## src/rtl/conv_ser_feeder_16_if.sv

```systemverilog
// conv_ser_feeder_16_if
// Bundles the word-input handshake and the pair-output bus of the
// serializer feeder.
//   IN_DATA/IN_VALID/IN_READY : word input. A word transfers at a rising
//                               edge where IN_VALID and IN_READY are both 1.
//                               IN_READY does not depend on IN_VALID.
//   PAR_OUT1/PAR_OUT2         : even/odd bit of the current pair.
//   OUT_ACTIVE/WORD_START     : pair carries data / pair is pair 0 of a word.
//   UNDERRUN                  : one-cycle pulse when the stream goes idle.
//   LEVEL                     : words held in the FIFO.
//   dbg_shift/dbg_k           : shifter state (1 = SHIFT) and pair counter.
// slave modport is the feeder, master modport is the word producer.
interface conv_ser_feeder_16_if #(
  parameter int WIDTH = 16,
  parameter int DEPTH = 4
);
  localparam int LW = $clog2(DEPTH + 1);
  localparam int KW = $clog2(WIDTH / 2);

  logic [WIDTH-1:0] IN_DATA;
  logic             IN_VALID;
  logic             IN_READY;
  logic             PAR_OUT1;
  logic             PAR_OUT2;
  logic             OUT_ACTIVE;
  logic             WORD_START;
  logic             UNDERRUN;
  logic [LW-1:0]    LEVEL;
  logic             dbg_shift;
  logic [KW-1:0]    dbg_k;

  modport slave (
    input  IN_DATA, IN_VALID,
    output IN_READY, PAR_OUT1, PAR_OUT2, OUT_ACTIVE, WORD_START, UNDERRUN,
           LEVEL, dbg_shift, dbg_k
  );

  modport master (
    output IN_DATA, IN_VALID,
    input  IN_READY, PAR_OUT1, PAR_OUT2, OUT_ACTIVE, WORD_START, UNDERRUN,
           LEVEL, dbg_shift, dbg_k
  );
endinterface

```

## src/rtl/conv_ser_feeder_16.sv

```systemverilog
// conv_ser_feeder_16
// Buffers parallel words in a small FIFO and feeds them two bits per cycle
// (LSB pair first) to a downstream 2:1 serializer, back-to-back with no
// gap between words while the FIFO has data.
// Ports:
//   CLK  : clock, rising edge
//   RST  : asynchronous active-high reset
//   bus  : conv_ser_feeder_16_if.slave (word input, pair output, level,
//          debug view of the shifter state and pair counter)
module conv_ser_feeder_16 #(
  parameter int WIDTH = 16,
  parameter int DEPTH = 4
) (
  input logic                 CLK,
  input logic                 RST,
  conv_ser_feeder_16_if.slave bus
);
  localparam int NP = WIDTH / 2;
  localparam int KW = $clog2(NP);
  localparam int AW = $clog2(DEPTH);
  localparam int LW = $clog2(DEPTH + 1);

  typedef enum logic {
    ST_IDLE  = 1'b0,
    ST_SHIFT = 1'b1
  } state_e;

  state_e           state_q, state_d;
  logic [KW-1:0]    k_q, k_d;
  logic [WIDTH-1:0] shreg_q, shreg_d;
  logic             word_start_q, word_start_d;
  logic             underrun_q, underrun_d;
  logic [LW-1:0]    count_q, count_d;
  logic [AW-1:0]    wr_ptr_q, wr_ptr_d;
  logic [AW-1:0]    rd_ptr_q, rd_ptr_d;
  logic [WIDTH-1:0] mem_q [DEPTH];

  logic in_ready;
  logic push;
  logic pop;
  logic not_empty;
  logic last_pair;

  // Ready comes only from the registered count, so a pop in the same cycle
  // never opens room for a push into a full FIFO.
  assign in_ready  = (count_q < LW'(DEPTH));
  assign push      = bus.IN_VALID & in_ready;
  assign not_empty = (count_q != '0);
  assign last_pair = (k_q == KW'(NP - 1));
  assign pop       = not_empty &
                     ((state_q == ST_IDLE) | ((state_q == ST_SHIFT) & last_pair));

  // State register (and all other flops).
  always_ff @(posedge CLK or posedge RST) begin
    if (RST) begin
      state_q      <= ST_IDLE;
      k_q          <= '0;
      shreg_q      <= '0;
      word_start_q <= 1'b0;
      underrun_q   <= 1'b0;
      count_q      <= '0;
      wr_ptr_q     <= '0;
      rd_ptr_q     <= '0;
    end else begin
      state_q      <= state_d;
      k_q          <= k_d;
      shreg_q      <= shreg_d;
      word_start_q <= word_start_d;
      underrun_q   <= underrun_d;
      count_q      <= count_d;
      wr_ptr_q     <= wr_ptr_d;
      rd_ptr_q     <= rd_ptr_d;
    end
  end

  // FIFO storage needs no reset: the pointers and count define what is valid.
  always_ff @(posedge CLK) begin
    if (push) begin
      mem_q[wr_ptr_q] <= bus.IN_DATA;
    end
  end

  // Next-state logic.
  always_comb begin
    state_d = state_q;
    case (state_q)
      ST_IDLE:  if (not_empty) state_d = ST_SHIFT;
      ST_SHIFT: if (last_pair && !not_empty) state_d = ST_IDLE;
      default:  state_d = ST_IDLE;
    endcase
  end

  // Datapath and registered-output next values.
  always_comb begin
    k_d          = k_q;
    shreg_d      = shreg_q;
    word_start_d = 1'b0;
    underrun_d   = 1'b0;
    // Pointers wrap naturally because DEPTH is a power of two.
    wr_ptr_d     = wr_ptr_q + AW'(push);
    rd_ptr_d     = rd_ptr_q + AW'(pop);
    count_d      = count_q + LW'(push) - LW'(pop);
    if (pop) begin
      shreg_d      = mem_q[rd_ptr_q];
      k_d          = '0;
      word_start_d = 1'b1;
    end else if (state_q == ST_SHIFT) begin
      if (last_pair) begin
        // Clearing the shifter keeps the pair outputs at zero in IDLE.
        shreg_d    = '0;
        k_d        = '0;
        underrun_d = 1'b1;
      end else begin
        shreg_d = shreg_q >> 2;
        k_d     = k_q + KW'(1);
      end
    end
  end

  // The current pair always sits in the two LSBs of the shifter.
  assign bus.IN_READY   = in_ready;
  assign bus.PAR_OUT1   = shreg_q[0];
  assign bus.PAR_OUT2   = shreg_q[1];
  assign bus.OUT_ACTIVE = (state_q == ST_SHIFT);
  assign bus.WORD_START = word_start_q;
  assign bus.UNDERRUN   = underrun_q;
  assign bus.LEVEL      = count_q;
  assign bus.dbg_shift  = (state_q == ST_SHIFT);
  assign bus.dbg_k      = k_q;
endmodule
```

## src/flat_wrapper.sv

```systemverilog
// flat-port wrapper written by rule: the top's interface ports become plain ports
module conv_ser_feeder_16_flat 
#(
  parameter int WIDTH = 16,
  parameter int DEPTH = 4
)
  (CLK, RST, bus_IN_DATA, bus_IN_VALID, bus_IN_READY, bus_PAR_OUT1, bus_PAR_OUT2, bus_OUT_ACTIVE, bus_WORD_START, bus_UNDERRUN, bus_LEVEL, bus_dbg_shift, bus_dbg_k);
  conv_ser_feeder_16_if #(.WIDTH(WIDTH), .DEPTH(DEPTH)) bus_i ();
  input logic CLK;
  input logic RST;
  input wire logic [$bits(bus_i.IN_DATA)-1:0] bus_IN_DATA;
  input wire logic [$bits(bus_i.IN_VALID)-1:0] bus_IN_VALID;
  output wire logic [$bits(bus_i.IN_READY)-1:0] bus_IN_READY;
  output wire logic [$bits(bus_i.PAR_OUT1)-1:0] bus_PAR_OUT1;
  output wire logic [$bits(bus_i.PAR_OUT2)-1:0] bus_PAR_OUT2;
  output wire logic [$bits(bus_i.OUT_ACTIVE)-1:0] bus_OUT_ACTIVE;
  output wire logic [$bits(bus_i.WORD_START)-1:0] bus_WORD_START;
  output wire logic [$bits(bus_i.UNDERRUN)-1:0] bus_UNDERRUN;
  output wire logic [$bits(bus_i.LEVEL)-1:0] bus_LEVEL;
  output wire logic [$bits(bus_i.dbg_shift)-1:0] bus_dbg_shift;
  output wire logic [$bits(bus_i.dbg_k)-1:0] bus_dbg_k;
  assign bus_i.IN_DATA = bus_IN_DATA;
  assign bus_i.IN_VALID = bus_IN_VALID;
  assign bus_IN_READY = bus_i.IN_READY;
  assign bus_PAR_OUT1 = bus_i.PAR_OUT1;
  assign bus_PAR_OUT2 = bus_i.PAR_OUT2;
  assign bus_OUT_ACTIVE = bus_i.OUT_ACTIVE;
  assign bus_WORD_START = bus_i.WORD_START;
  assign bus_UNDERRUN = bus_i.UNDERRUN;
  assign bus_LEVEL = bus_i.LEVEL;
  assign bus_dbg_shift = bus_i.dbg_shift;
  assign bus_dbg_k = bus_i.dbg_k;
  conv_ser_feeder_16 #(.WIDTH(WIDTH), .DEPTH(DEPTH)) u_core (.CLK(CLK), .RST(RST), .bus(bus_i));
endmodule
```

## config.mk

```make
export PLATFORM = sky130hd
export DESIGN_NAME = conv_ser_feeder_16_flat
export DESIGN_NICKNAME = d
export VERILOG_FILES = /design/src/rtl/conv_ser_feeder_16_if.sv /design/src/rtl/conv_ser_feeder_16.sv /design/src/flat_wrapper.sv
export SDC_FILE = /design/constraint.sdc
export NUM_CORES = 1
export LEC_CHECK = 0
export CAP_MARGIN = 20
export CORE_ASPECT_RATIO = 1.4
export CORE_UTILIZATION = 56
export CTS_BUF_LIST = sky130_fd_sc_hd__clkbuf_8
export CTS_CLUSTER_DIAMETER = 200
export CTS_CLUSTER_SIZE = 14
export DETAILED_ROUTE_END_ITERATION = 8
export HOLD_SLACK_MARGIN = 0.03
export PLACE_DENSITY_LB_ADDON = 0.08
export SYNTH_ARGS = -nofsm -noshare
export SYNTH_HDL_FRONTEND = slang
export SYNTH_SLANG_ARGS = --single-unit
```

## constraint.sdc

```tcl
create_clock -name CLK -period 2.8 [get_ports CLK]
set_input_delay 0.84 -clock CLK [delete_from_list [all_inputs] [get_ports CLK]]
set_output_delay 0.84 -clock CLK [all_outputs]
set_load 0.05 [all_outputs]
```

==> results summary, run 1 <==
IR analysis of the VDD net gives a maximum drop of 511 uV. The detailed-route vias per instance came out at 5.82. The count of different cell masters after synthesis is 31.

The starting density of the core came out at 58.5%. The cell type of the slowest stage on the worst timing path is sky130_fd_sc_hd__clkdlybuf4s50_1. The total grt overflow came out at 0. In this run the register-to-register setup slack is 0.41 ns. Data on the critical path is required at its endpoint by 1.96 ns. The global routing stage identified its most utilized layer as met2. The critical path starts at u_core.bus.LEVEL[2]. Clock-pin slew was measured on the worst setup and hold paths at 0.09 ns.

The mean area per synthesized cell came out at 18.0 um^2. The die height is 97.6 um. The critical path is of the flop to output port type. For the pin with the worst max-slew slack, the measured transition is 0.927 ns. The area growth from synthesis to layout is 16.2%. The smallest clock period supported by the final layout is computed as 2.56 ns. In this run the number of cells on the critical path is 1.

The die covers 6860 um^2. The site row count came out at 34. The clock network latency to the later pin of the worst-skew pair is 0.35 ns. The cell depth of the worst min-delay path came out at 1. The count of warnings emitted by yosys is 0.

In the global route stage, met1 resource usage came out at 24.1%. The number of setup buffers added after CTS is 0. The DRC violation count after routing is 0.

Between clock sinks in the finished design, the worst skew comes to 0.0114 ns. The largest driver fanout on the critical path is 7. STA classifies the critical path endpoint as an output port. The analysis attributes to cell leakage a power of 1.61 nW. The final worst hold slack came out at 0.511 ns. The critical path launch point type is a flop.

The count of input and output buffers is 31. The run finished with clean final reports. The part of the cycle the worst path needs came out at 91.5%. The signal on the critical path passes through clkdlybuf4s50_1. Based on the critical path, the design can be clocked at up to 0.390 GHz. The number of cells in the design after placement is 302. The total vias in the final route came out at 1851. The buffering stage count on the worst path with inverters included came out at 1. The initial antenna violation count is 0. The path class of the tightest hold or removal check is flop to flop. Measured along the x axis, the die boundary spans 70.3 um. The number of buffers inserted during clock tree synthesis came out at 9. The total of flip-flops plus latches after synthesis is 93.

The endpoint identified for the worst register-to-register timing path is u_core.bus.LEVEL[2]. The cell count after synthesis came out at 203. The max capacitance violation total came out at 0. The share of layout cells above drive strength 1 came out at 13.4%.

After routing, the total negative slack on setup checks comes to 0 ns. The utilization of the core after routing is 67.9%. After synthesis, the cell types taking the most area are sky130_fd_sc_hd__edfxtp_1, sky130_fd_sc_hd__dfrtp_1, sky130_fd_sc_hd__mux4_1. The final routed wirelength across all metal layers is 5.87 mm. Summing the sequential cell areas from Yosys gives 72.4% of the chip area. The via count of the first global-routing pass came out at 1964. Excluding fillers, the count of instances in the completed layout stands at 318. The number of cells on the worst reg-to-reg path is 10.

The synthesized design devotes to its leading area cell type 52.6% of total area. The global routing met2 resource utilization is 33.1%. The per-cell routed wire length is 18.5 um. The count of final hold-check violations is 0. The power density over cell area is 1020 nW/um^2. The total of hold buffers inserted after clock tree synthesis is 0. The sink count of the clock tree came out at 93. The final max-slew violation count is 0. The most critical setup path has its endpoint at bus_LEVEL[2]. TritonCTS built the clock tree. The number of top-level pins came out at 32. The number of nets with antenna violations after routing came out at 0.

Setup repair after global routing left no endpoint under its margin. The number of buffers between clock root and the deepest sink came out at 2. The first global-routing pass estimated 9.89 mm of wire. The number of detailed-routing iterations run before antenna repair is 4. After clock tree synthesis, the repair step resized 0 gates. Setup violations remaining at the end of the flow were counted as 0. The total nets after synthesis is 228. The synthesized netlist occupies a cell area of 3660 um^2. The maximum number of pins on one net before global-route repair is 30.

Global routing used 19.6% of the available tracks. The kind of cell with the highest combined delay along the critical path is buffers and inverters. The antenna diode instance count came out at 0.

The clock tree root buffer cell is sky130_fd_sc_hd__clkbuf_8. The largest total area in the synthesized netlist belongs to sky130_fd_sc_hd__edfxtp_1. The violation count after the first detailed-routing iteration is 92.

The region available for standard cell placement spans 6250 um^2. The global-route track usage on met3 is 4.05%. The worst endpoint data arrival time came out at 1.72 ns. The net count of the finished layout came out at 266. The placer congestion estimate came out at 0.711.

The final HPWL from detailed placement is 3.92 mm. The biggest cell delay along the critical path is 0.86 ns. In this run the critical register-to-register path is launched from u_core.bus.dbg_k[0]. The total number of H-tree levels came out at 3. The worst slew margin relative to its limit is 37.7%.
report_power, final:
part	internal (mW)	switching, mW
logic	0.606	0.749
clock network	0.496	0.444
registers	1.79	0.231
total	2.89	1.42
per-stage QoR:
step | instance area (um^2) | total power, mW | setup WS, ns
final | 4250 | 4.31 | 0.238
after floorplan | 3660 | 3.03 | 0.00466
after detailed placement | 4030 | 3.43 | 0.301
after global routing | 4250 | 4.55 | 0.191
after CTS | 4250 | 4.36 | 0.226
after global placement | 4030 | 3.38 | 0.397
synthesized netlist by cell type:
library cell	number
sky130_fd_sc_hd__and3b_1	1
sky130_fd_sc_hd__buf_2	5
sky130_fd_sc_hd__mux4_1	8
sky130_fd_sc_hd__mux4_2	8
sky130_fd_sc_hd__buf_6	2
sky130_fd_sc_hd__clkbuf_2	1
sky130_fd_sc_hd__a22o_1	3
sky130_fd_sc_hd__nor3_1	1
sky130_fd_sc_hd__clkbuf_1	2
sky130_fd_sc_hd__nor3b_1	1
sky130_fd_sc_hd__nor2_1	1
sky130_fd_sc_hd__o21ai_1	1
sky130_fd_sc_hd__buf_12	1
sky130_fd_sc_hd__a221oi_1	1
sky130_fd_sc_hd__nand2b_1	1
sky130_fd_sc_hd__xor2_1	2
sky130_fd_sc_hd__fa_1	1
sky130_fd_sc_hd__nor4_4	1
sky130_fd_sc_hd__nand2_1	17
sky130_fd_sc_hd__inv_1	8
sky130_fd_sc_hd__edfxtp_1	64
sky130_fd_sc_hd__nor2_2	1
sky130_fd_sc_hd__xnor2_1	3
sky130_fd_sc_hd__ha_1	5
sky130_fd_sc_hd__buf_4	1
sky130_fd_sc_hd__nand3_1	15
sky130_fd_sc_hd__a22oi_1	14
sky130_fd_sc_hd__dfrtp_1	29
sky130_fd_sc_hd__or3_1	1
sky130_fd_sc_hd__and3_1	2
sky130_fd_sc_hd__nor2b_1	2
worst min path at each step:
stage                        start                   to  slack (ns)
2_1_floorplan   u_core.shreg_q[10]   u_core.shreg_q[10]        0.47
3_3_place_gp    u_core.shreg_q[10]   u_core.shreg_q[10]        0.49
3_5_place_dp     u_core.shreg_q[0]    u_core.shreg_q[0]        0.49
4_1_cts          u_core.shreg_q[2]    u_core.shreg_q[2]        0.51
5_1_grt          u_core.shreg_q[2]    u_core.shreg_q[2]        0.54
6_report       u_core.bus.dbg_k[0]  u_core.bus.dbg_k[0]        0.51
routing by layer:
metal	vias up	share of wire, %
met5	-	0
met3	4	3.9
met2	48	53
met4	0	0.90
li1	859	-
met1	940	42
state kept, by name, indices dropped and copies added, names as in the netlist:
name                   count
u_core.bus.UNDERRUN        1
u_core.bus.LEVEL           3
u_core.wr_ptr_q            2
u_core.shreg_q            16
u_core.rd_ptr_q            2
u_core.bus.dbg_k           3
u_core.mem_q              64
u_core.bus.WORD_START      1
u_core.bus.OUT_ACTIVE      1
final cells by class:
type,count,area [um^2]
Sequential cell,93,2650
Fill cell,426,2010
Multi-Input combinational cell,90,896
Timing Repair Buffer,39,370
Clock buffer,9,124
Clock inverter,7,90.1
Tap cell,72,90.1
Inverter,8,30.0
kinds of logic (layout without fill, tap and decap cells):
group                    count (synthesis)  in the layout  synth area share [%]
AO/OA/AOI/OAI                           19             19                  3.97
XOR/XNOR                                 5              5                  1.20
adder cells (fa/ha/maj)                  6              6                  2.26
buffers and inverters                   20             63                  3.22
flip-flops                              93             93                  72.4
multiplexers                            16             16                  10.7
AND/OR/NAND/NOR                         44             44                  6.26
cell usage in the layout (no fill, tap or decap), drive strengths merged, types with 5 or more instances in the layout:
cell,instances
a22oi,14
buf,8
clkbuf,9
clkdlybuf4s50,31
dfrtp,29
edfxtp,64
ha,5
inv,8
mux4,16
nand2,17
nand3,15
(Power assumes the default switching activity.)
==> run 2: changes to the inputs <==
--- a/config.mk
+++ b/config.mk
@@ -5,6 +5,7 @@
 export SDC_FILE = /design/constraint.sdc
 export NUM_CORES = 1
 export LEC_CHECK = 0
+export ABC_CLOCK_PERIOD_IN_PS = 2800
 export CAP_MARGIN = 20
 export CORE_ASPECT_RATIO = 1.4
 export CORE_UTILIZATION = 56
==> constraint.sdc (replaced) <==
create_clock -name CLK -period 2.8 [get_ports CLK]
set_input_delay 0.84 -clock CLK [delete_from_list [all_inputs] [get_ports CLK]]
set_output_delay 0.84 -clock CLK [all_outputs]
set_load 0.005 [all_outputs]
==> run 2 against run 1 <==
  * Maximum frequency rose by 5.6%
  * Cell area about the same
  * First-iteration DRC count is 6.5% higher
  * Routed wire length is 1.3% lower
  * Non-clock buffer count unchanged
  * Utilization about the same
  * Via count unchanged
  * Worst hold slack got worse by 0.00088 ns
  * Setup slack better by 0.14 ns
  * Global-route usage shrank 0.84 points
==> results summary, run 2 (same netlist as run 1, synthesis figures left out) <==
The count of final hold-check violations is 0 (unchanged). The total number of H-tree levels is 3 (unchanged). The design area is 4250 um^2 (about the same). The die height is 97.6 um (unchanged). The total of hold buffers inserted after clock tree synthesis came out at 0 (unchanged). The part of the cycle the worst path needs is 86.7% (-4.8 points). The antenna diode instance count came to 0 (unchanged). The slowest stage of the critical path belongs to the cell sky130_fd_sc_hd__dfrtp_1. The largest driver fanout on the critical path came to 6 (-1). TritonCTS built the clock tree. u_core.mem_q holds more flip-flops than any other register.

The sink count of the clock tree came out at 93 (unchanged). The placer congestion estimate came out at 0.724 (+1.8%). The achievable clock frequency came out at 0.412 GHz (+5.6%). The number of buffers between clock root and the deepest sink came to 2 (unchanged).

The total vias in the final route is 1851 (unchanged). The maximum number of pins on one net before global-route repair came out at 30 (unchanged). The transition at the pin with the smallest max-transition slack was 0.917 ns (-0.0103 ns). The largest registers in the layout are u_core.mem_q (64), u_core.shreg_q (16). The utilization of the core after routing was 68.0% (about the same). The final HPWL from detailed placement came out at 3.84 mm (-2.1%). The number of detailed-routing iterations run before antenna repair came to 4 (unchanged). The first-pass GRT wire length came to 9.65 mm (-2.4%).

The least setup slack across all paths after layout came out at 0.373 ns (+0.136 ns). The site row count is 34 (unchanged). The number of nets with antenna violations after routing came out at 0 (unchanged). Setup repair after global routing left no endpoint under its margin.

The leakage power summed over all cells is 1.63 nW (+0.96%). The total setup violations reported at the end of the flow came out at 0 (unchanged). The total grt overflow came to 0 (unchanged).

The clock network latency to the later pin of the worst-skew pair is 0.34 ns (about the same). The worst clock skew came to 0.0141 ns (+0.00270 ns). The number of buffers inserted during clock tree synthesis was 9 (unchanged).

The final routed wirelength across all metal layers came to 5.80 mm (-1.3%). The per-cell routed wire length is 18.2 um (-1.3%). The net count of the finished layout came out at 266 (unchanged). The power density over cell area came out at 954 nW/um^2 (-6.1%).

In this run the critical register-to-register path is captured at u_core.bus.LEVEL[2]. The top cell types in the final layout, fill and taps aside, are sky130_fd_sc_hd__edfxtp_1, sky130_fd_sc_hd__clkdlybuf4s50_1, sky130_fd_sc_hd__dfrtp_1. The maximum vdd ir drop is 477 uV (-6.8%). The flow ran to the end, and the final reports show no timing, DRC or antenna violations. The via count of the first global-routing pass is 1930 (-1.7%). The share of layout cells above drive strength 1 is 13.4% (unchanged). The detailed-route vias per instance came to 5.82 (unchanged). The overall routing resource usage is 18.8% (-0.84 points). The worst setup path is launched from a flop. The post-CTS setup buffer count is 0 (unchanged).

STA classifies the critical path endpoint as a flop. The flip-flop count of the largest register after layout is 64 (unchanged). The dominant cell type by count on the critical path is sky130_fd_sc_hd__ha_1. The final total negative setup slack is 0 ns (unchanged). The number of top-level pins is 32 (unchanged). CTS placed an instance of sky130_fd_sc_hd__clkbuf_8 at the clock tree root. The DRC violation count after routing is 0 (unchanged). The shortest period the worst path allows was 2.43 ns (-0.136 ns). The worst slack after detailed placement is 0.323 ns (+0.0224 ns).

The beginning of the worst hold path is u_core.bus.dbg_k[0]. The hold path endpoint is u_core.bus.dbg_k[0]. The signal on the critical path passes through ha_1 > ha_1 > nor2b_1 > nor2_2 > ha_1 > inv_1 > ha_1 > fa_1 > xnor2_1 > xnor2_1.

The placeable core area is 6250 um^2 (unchanged). The internal reg-to-reg setup slack is 0.37 ns (-0.04 ns). The violation count after the first detailed-routing iteration is 98 (+6.5%). The critical path in this run is classified as flop to flop. The area growth from synthesis to layout came out at 16.3% (about the same). The post-cts repair resize count came out at 0 (unchanged). The final max-slew violation count is 0 (unchanged).

The number of cells on the worst reg-to-reg path was 10 (unchanged). The max capacitance violation total was 0 (unchanged). The biggest cell delay along the critical path was 0.41 ns (-0.45 ns). The detailed router used layers up to and including met4. The sum of met3 wire segment lengths after detailed routing came out at 151 um (-34%). The worst register-to-register path begins at u_core.bus.dbg_k[0]. The required time of the critical path is 3.04 ns (+1.08 ns).

The sum of met2 wire segment lengths after detailed routing is 3.09 mm (-0.87%). The library cell used most frequently in the layout, excluding fill and tap cells, is sky130_fd_sc_hd__edfxtp_1. The floorplan die area is 6860 um^2 (unchanged).

The cell depth of the worst min-delay path came out at 1 (unchanged). The clock-pin slew reported for the worst setup and hold paths after clock tree synthesis is 0.09 ns (about the same). The chip width was 70.3 um (unchanged).

The post-placement cell area is 4030 um^2 (unchanged). The worst endpoint data arrival time came out at 2.66 ns (+0.94 ns). The initial antenna violation count came out at 0 (unchanged). The count of input and output buffers came out at 31 (unchanged). The worst slew margin relative to its limit came out at 38.4% (+0.69 points). The starting density of the core is 58.5% (unchanged). The sum of routed wire segments on met1 came out at 2.46 mm (-0.36%). The number of filler cells placed in the layout is 408 (-4.2%). The min-delay analysis places its worst path in the category flop to flop.
[run 2: metal layers]
metal / GRT usage, % / vias up
met1: 23.1 / 936
met3: 2.90 / 11
li1: - / 864
met4: 8.92 / 0
met2: 32.1 / 40
met5: 0 / -
[run 2: how the worst max path moves through the flow]
stage,startpoint,end,slack [ns],cells after the start
2_1_floorplan,bus_IN_VALID,u_core.mem_q[0][0],0.006,2
3_3_place_gp,bus_IN_VALID,u_core.mem_q[0][8],0.40,4
3_5_place_dp,bus_IN_VALID,u_core.mem_q[0][3],0.32,4
4_1_cts,u_core.bus.dbg_k[0],u_core.bus.LEVEL[2],0.36,10
5_1_grt,u_core.bus.dbg_k[0],u_core.bus.LEVEL[2],0.23,10
6_report,u_core.bus.dbg_k[0],u_core.bus.LEVEL[2],0.37,10
[run 2: cell type report]
| type | instances | area, um^2 | area share [%] |
|---|---|---|---|
| clock buffer | 9 | 124 | 2.91 |
| clock inverter | 7 | 92.6 | 2.18 |
| inverter | 8 | 30.0 | 0.707 |
| multi-input combinational | 90 | 896 | 21.1 |
| sequential | 93 | 2650 | 62.3 |
| tap | 72 | 90.1 | 2.12 |
| timing repair buffer | 39 | 370 | 8.71 |
[run 2: stage by stage]
stage	instances	hold WS, ns	power, mW
floorplan	203	0.470	2.79
global placement	302	0.493	3.13
detailed placement	302	0.493	3.17
CTS	318	0.512	4.10
global route	318	0.532	4.27
finish	318	0.510	4.05
[run 2: report_power, final]
group	switching (mW)	internal (mW)
clock network	0.436	0.500
logic	0.495	0.604
registers	0.232	1.79
total	1.16	2.89
[run 2: worst max-delay path, delay by kind of cell, from the launching register on]
family | cells | cell delay, ns
adder cells (fa/ha/maj) | 5 | 1.30
flip-flops | 1 | 0.41
buffers and inverters | 1 | 0.04
XOR/XNOR | 2 | 0.28
AND/OR/NAND/NOR | 2 | 0.31
==> run 3: changes to the inputs <==
--- a/config.mk
+++ b/config.mk
@@ -7,8 +7,7 @@
 export LEC_CHECK = 0
 export ABC_CLOCK_PERIOD_IN_PS = 2800
 export CAP_MARGIN = 20
-export CORE_ASPECT_RATIO = 1.4
-export CORE_UTILIZATION = 56
+export CORE_UTILIZATION = 48
 export CTS_BUF_LIST = sky130_fd_sc_hd__clkbuf_8
 export CTS_CLUSTER_DIAMETER = 200
 export CTS_CLUSTER_SIZE = 14
==> run 3 against run 2 <==
  * Critical path depth unchanged
  * Die area up 16%
  * Clock skew down 0.0081 ns
  * Cell area up 0.38%
  * Total power down 0.86%
  * Register-to-register slack about the same
  * Routed wire length up 2.0%
  * Maximum frequency up 0.37%
  * Non-clock buffer count down 1
  * Sequential share of layout area down 0.24 points
  * Flip-flop and latch count unchanged
==> results summary, run 3 (same netlist as run 1, synthesis figures left out) <==
The via count of the first global-routing pass is 1839 (-4.7%). The leakage power summed over all cells is 1.61 nW (-1.0%). The final routed wirelength across all metal layers came out at 5.92 mm (+2.0%). The starting density of the core came to 50.1% (-8.3 points).

The worst slew margin relative to its limit came out at 35.5% (-2.9 points). The antenna diode instance count is 0 (unchanged). The number of filler cells placed in the layout is 584 (+43%).

The net count of the finished layout came out at 265 (-0.38%). The first-pass GRT wire length was 9.59 mm (-0.64%). The placeable core area is 7290 um^2 (+17%). The worst setup path is of the flop to flop kind. The overall power consumption came out at 4.02 mW (-0.86%). The total of hold buffers inserted after clock tree synthesis came out at 0 (unchanged). The final total negative setup slack was 0 ns (unchanged).

The worst clock skew is 0.00600 ns (-0.00807 ns). Leaving out fill and tap cells, the most frequent cells in the layout are sky130_fd_sc_hd__edfxtp_1, sky130_fd_sc_hd__clkdlybuf4s50_1, sky130_fd_sc_hd__dfrtp_1. The worst setup path is captured at a flop. The total setup violations reported at the end of the flow is 0 (unchanged). The least setup slack across all paths after layout came out at 0.382 ns (+0.00905 ns). Setup repair after global routing left no endpoint under its margin. The biggest cell delay along the critical path came to 0.41 ns (about the same).

The post-CTS setup buffer count is 0 (unchanged). The total vias in the final route came to 1867 (+0.86%). The part of the cycle the worst path needs is 86.3% (-0.32 points).

The overall routing resource usage came to 17.0% (-1.8 points). TritonCTS built the clock tree. The sequential fraction of design power is 51.0% (+1.2 points).

The max capacitance violation total came to 0 (unchanged). The count of input and output buffers is 31 (unchanged). The cell class contributing the biggest share of worst-path delay is adder cells. The floorplan die area is 7970 um^2 (+16%).

The detailed-route vias per instance is 5.43 (-6.8%). The final max-slew violation count was 0 (unchanged). The maximum vdd ir drop came out at 390 uV (-18%).

The total grt overflow is 0 (unchanged). The net switching component of the power came out at 1.19 mW (+2.5%). The share of total power in combinational logic is 26.7% (-0.4 points). The violation count after the first detailed-routing iteration is 84 (-14%). The achievable clock frequency came out at 0.414 GHz (+0.37%). The post-cts repair resize count came out at 0 (unchanged). The buffering stage count on the worst path with inverters included came out at 1 (unchanged). The final HPWL from detailed placement is 3.92 mm (+2.2%). The number of top-level pins is 32 (unchanged).

u_core.mem_q holds more flip-flops than any other register. The site row count is 31 (-8.8%). The die height came out at 89.3 um (-8.5%). The number of nets with antenna violations after routing was 0 (unchanged). The largest registers in the layout are u_core.mem_q (64), u_core.shreg_q (16). The sink count of the clock tree was 93 (unchanged). The per-cell routed wire length is 17.2 um (-5.7%). The internal power consumption was 2.83 mW (-2.2%). The maximum number of pins on one net before global-route repair came out at 30 (unchanged). The count of final hold-check violations was 0 (unchanged). The area growth from synthesis to layout is 16.7%. The number of buffers between clock root and the deepest sink is 2 (unchanged).

The worst endpoint data arrival time is 2.65 ns (about the same). The net switching fraction of the power came out at 29.6% (+0.96 points). The worst slack after detailed placement is 0.329 ns (+0.00622 ns). The total number of H-tree levels came out at 3 (unchanged). The tightest min-delay check is of the flop to flop type.

The initial antenna violation count is 0 (unchanged). Counting stages on the worst path, the most repeated cell is sky130_fd_sc_hd__ha_1. The slowest stage of the critical path belongs to the cell sky130_fd_sc_hd__dfrtp_1. The DRC violation count after routing is 0 (unchanged). Traced cell by cell, the critical path runs through ha_1 > ha_1 > nor2b_1 > nor2_2 > ha_1 > inv_1 > ha_1 > fa_1 > xnor2_1 > xnor2_1. The power density over cell area is 942 nW/um^2 (-1.2%). The flip-flop count of the largest register after layout is 64 (unchanged). The share of layout cells above drive strength 1 is 13.9% (+0.46 points).

The clock-pin slew reported for the worst setup and hold paths after clock tree synthesis is 0.09 ns (about the same). The largest driver fanout on the critical path is 6 (unchanged). The worst setup path is launched from a flop. The fraction of power consumed by the clock network is 22.3% (-0.8 points). The number of buffers inserted during clock tree synthesis came to 9 (unchanged). The shortest period the worst path allows is 2.42 ns (-0.00905 ns). The run finished with clean final reports. Leaving out fill and tap cells, the most frequent cell in the layout is sky130_fd_sc_hd__edfxtp_1. The transition at the pin with the smallest max-transition slack came out at 0.961 ns (+0.0438 ns). In this run the clock root is driven by a sky130_fd_sc_hd__clkbuf_8.

The clock network latency to the later pin of the worst-skew pair was 0.34 ns (about the same). The required time of the critical path is 3.04 ns (about the same). The placer congestion estimate came out at 0.675 (-6.7%). The number of detailed-routing iterations run before antenna repair is 4 (unchanged). The chip width is 89.3 um (+27%).
run 3: per-stage QoR:
step / instances / hold slack (ns) / util, % / cell area, um^2
after CTS: 344 / 0.517 / 58.5 / 4270
after global placement: 328 / 0.491 / 55.7 / 4060
final: 344 / 0.513 / 58.5 / 4270
after floorplan: 203 / 0.470 / - / 3660
after global routing: 344 / 0.537 / 58.5 / 4270
after detailed placement: 328 / 0.494 / 55.7 / 4060
run 3: layout make-up:
type	instances	area, um^2	area share [%]
Clock buffer	10	138	3.23
Clock inverter	6	68.8	1.61
Inverter	8	30.0	0.704
Multi-Input combinational cell	90	896	21.0
Sequential cell	93	2650	62.1
Tap cell	99	124	2.90
Timing Repair Buffer	38	363	8.50
run 3: power by group through the flow:
stage | Clock, mW | Combinational (mW) | Sequential [mW]
global route | 0.991 | 1.20 | 2.10
finish | 0.895 | 1.07 | 2.05
CTS | 0.923 | 1.10 | 2.06
detailed placement | 0 | 1.09 | 2.09
floorplan | 0 | 0.839 | 1.95
global placement | 0 | 1.07 | 2.07
run 3: path summary, 6_finish.rpt:
check                                    start                  end  slack (ns)  cells after the start
min in group asynchronous                  RST    u_core.shreg_q[5]        0.87                      3
setup / recovery           u_core.bus.dbg_k[0]  u_core.bus.LEVEL[2]        0.38                     10
hold / removal               u_core.shreg_q[2]    u_core.shreg_q[2]        0.51                      2
hold reg to reg              u_core.shreg_q[2]    u_core.shreg_q[2]        0.51                      2
max in group asynchronous                  RST   u_core.wr_ptr_q[0]        1.65                      3
setup reg to reg           u_core.bus.dbg_k[0]  u_core.bus.LEVEL[2]        0.38                     10
run 3: layer usage:
| metal | global-route usage [%] | vias up | routed length, um | share of wire [%] |
|---|---|---|---|---|
| met5 | 0 | - | 0 | 0 |
| met4 | 6.06 | 0 | 76 | 1.3 |
| met3 | 3.32 | 8 | 237 | 4.0 |
| met2 | 26.9 | 46 | 2950 | 50 |
| met1 | 23.7 | 953 | 2650 | 45 |
| li1 | - | 860 | - | - |
run 3: worst register-to-register path: stages (launching register included):
cell and delay [ns]:
sky130_fd_sc_hd__dfrtp_1 0.41, sky130_fd_sc_hd__ha_1 0.21, sky130_fd_sc_hd__ha_1 0.21, sky130_fd_sc_hd__nor2b_1 0.19, sky130_fd_sc_hd__nor2_2 0.11, sky130_fd_sc_hd__ha_1 0.30
sky130_fd_sc_hd__inv_1 0.04, sky130_fd_sc_hd__ha_1 0.20, sky130_fd_sc_hd__fa_1 0.38, sky130_fd_sc_hd__xnor2_1 0.15, sky130_fd_sc_hd__xnor2_1 0.13
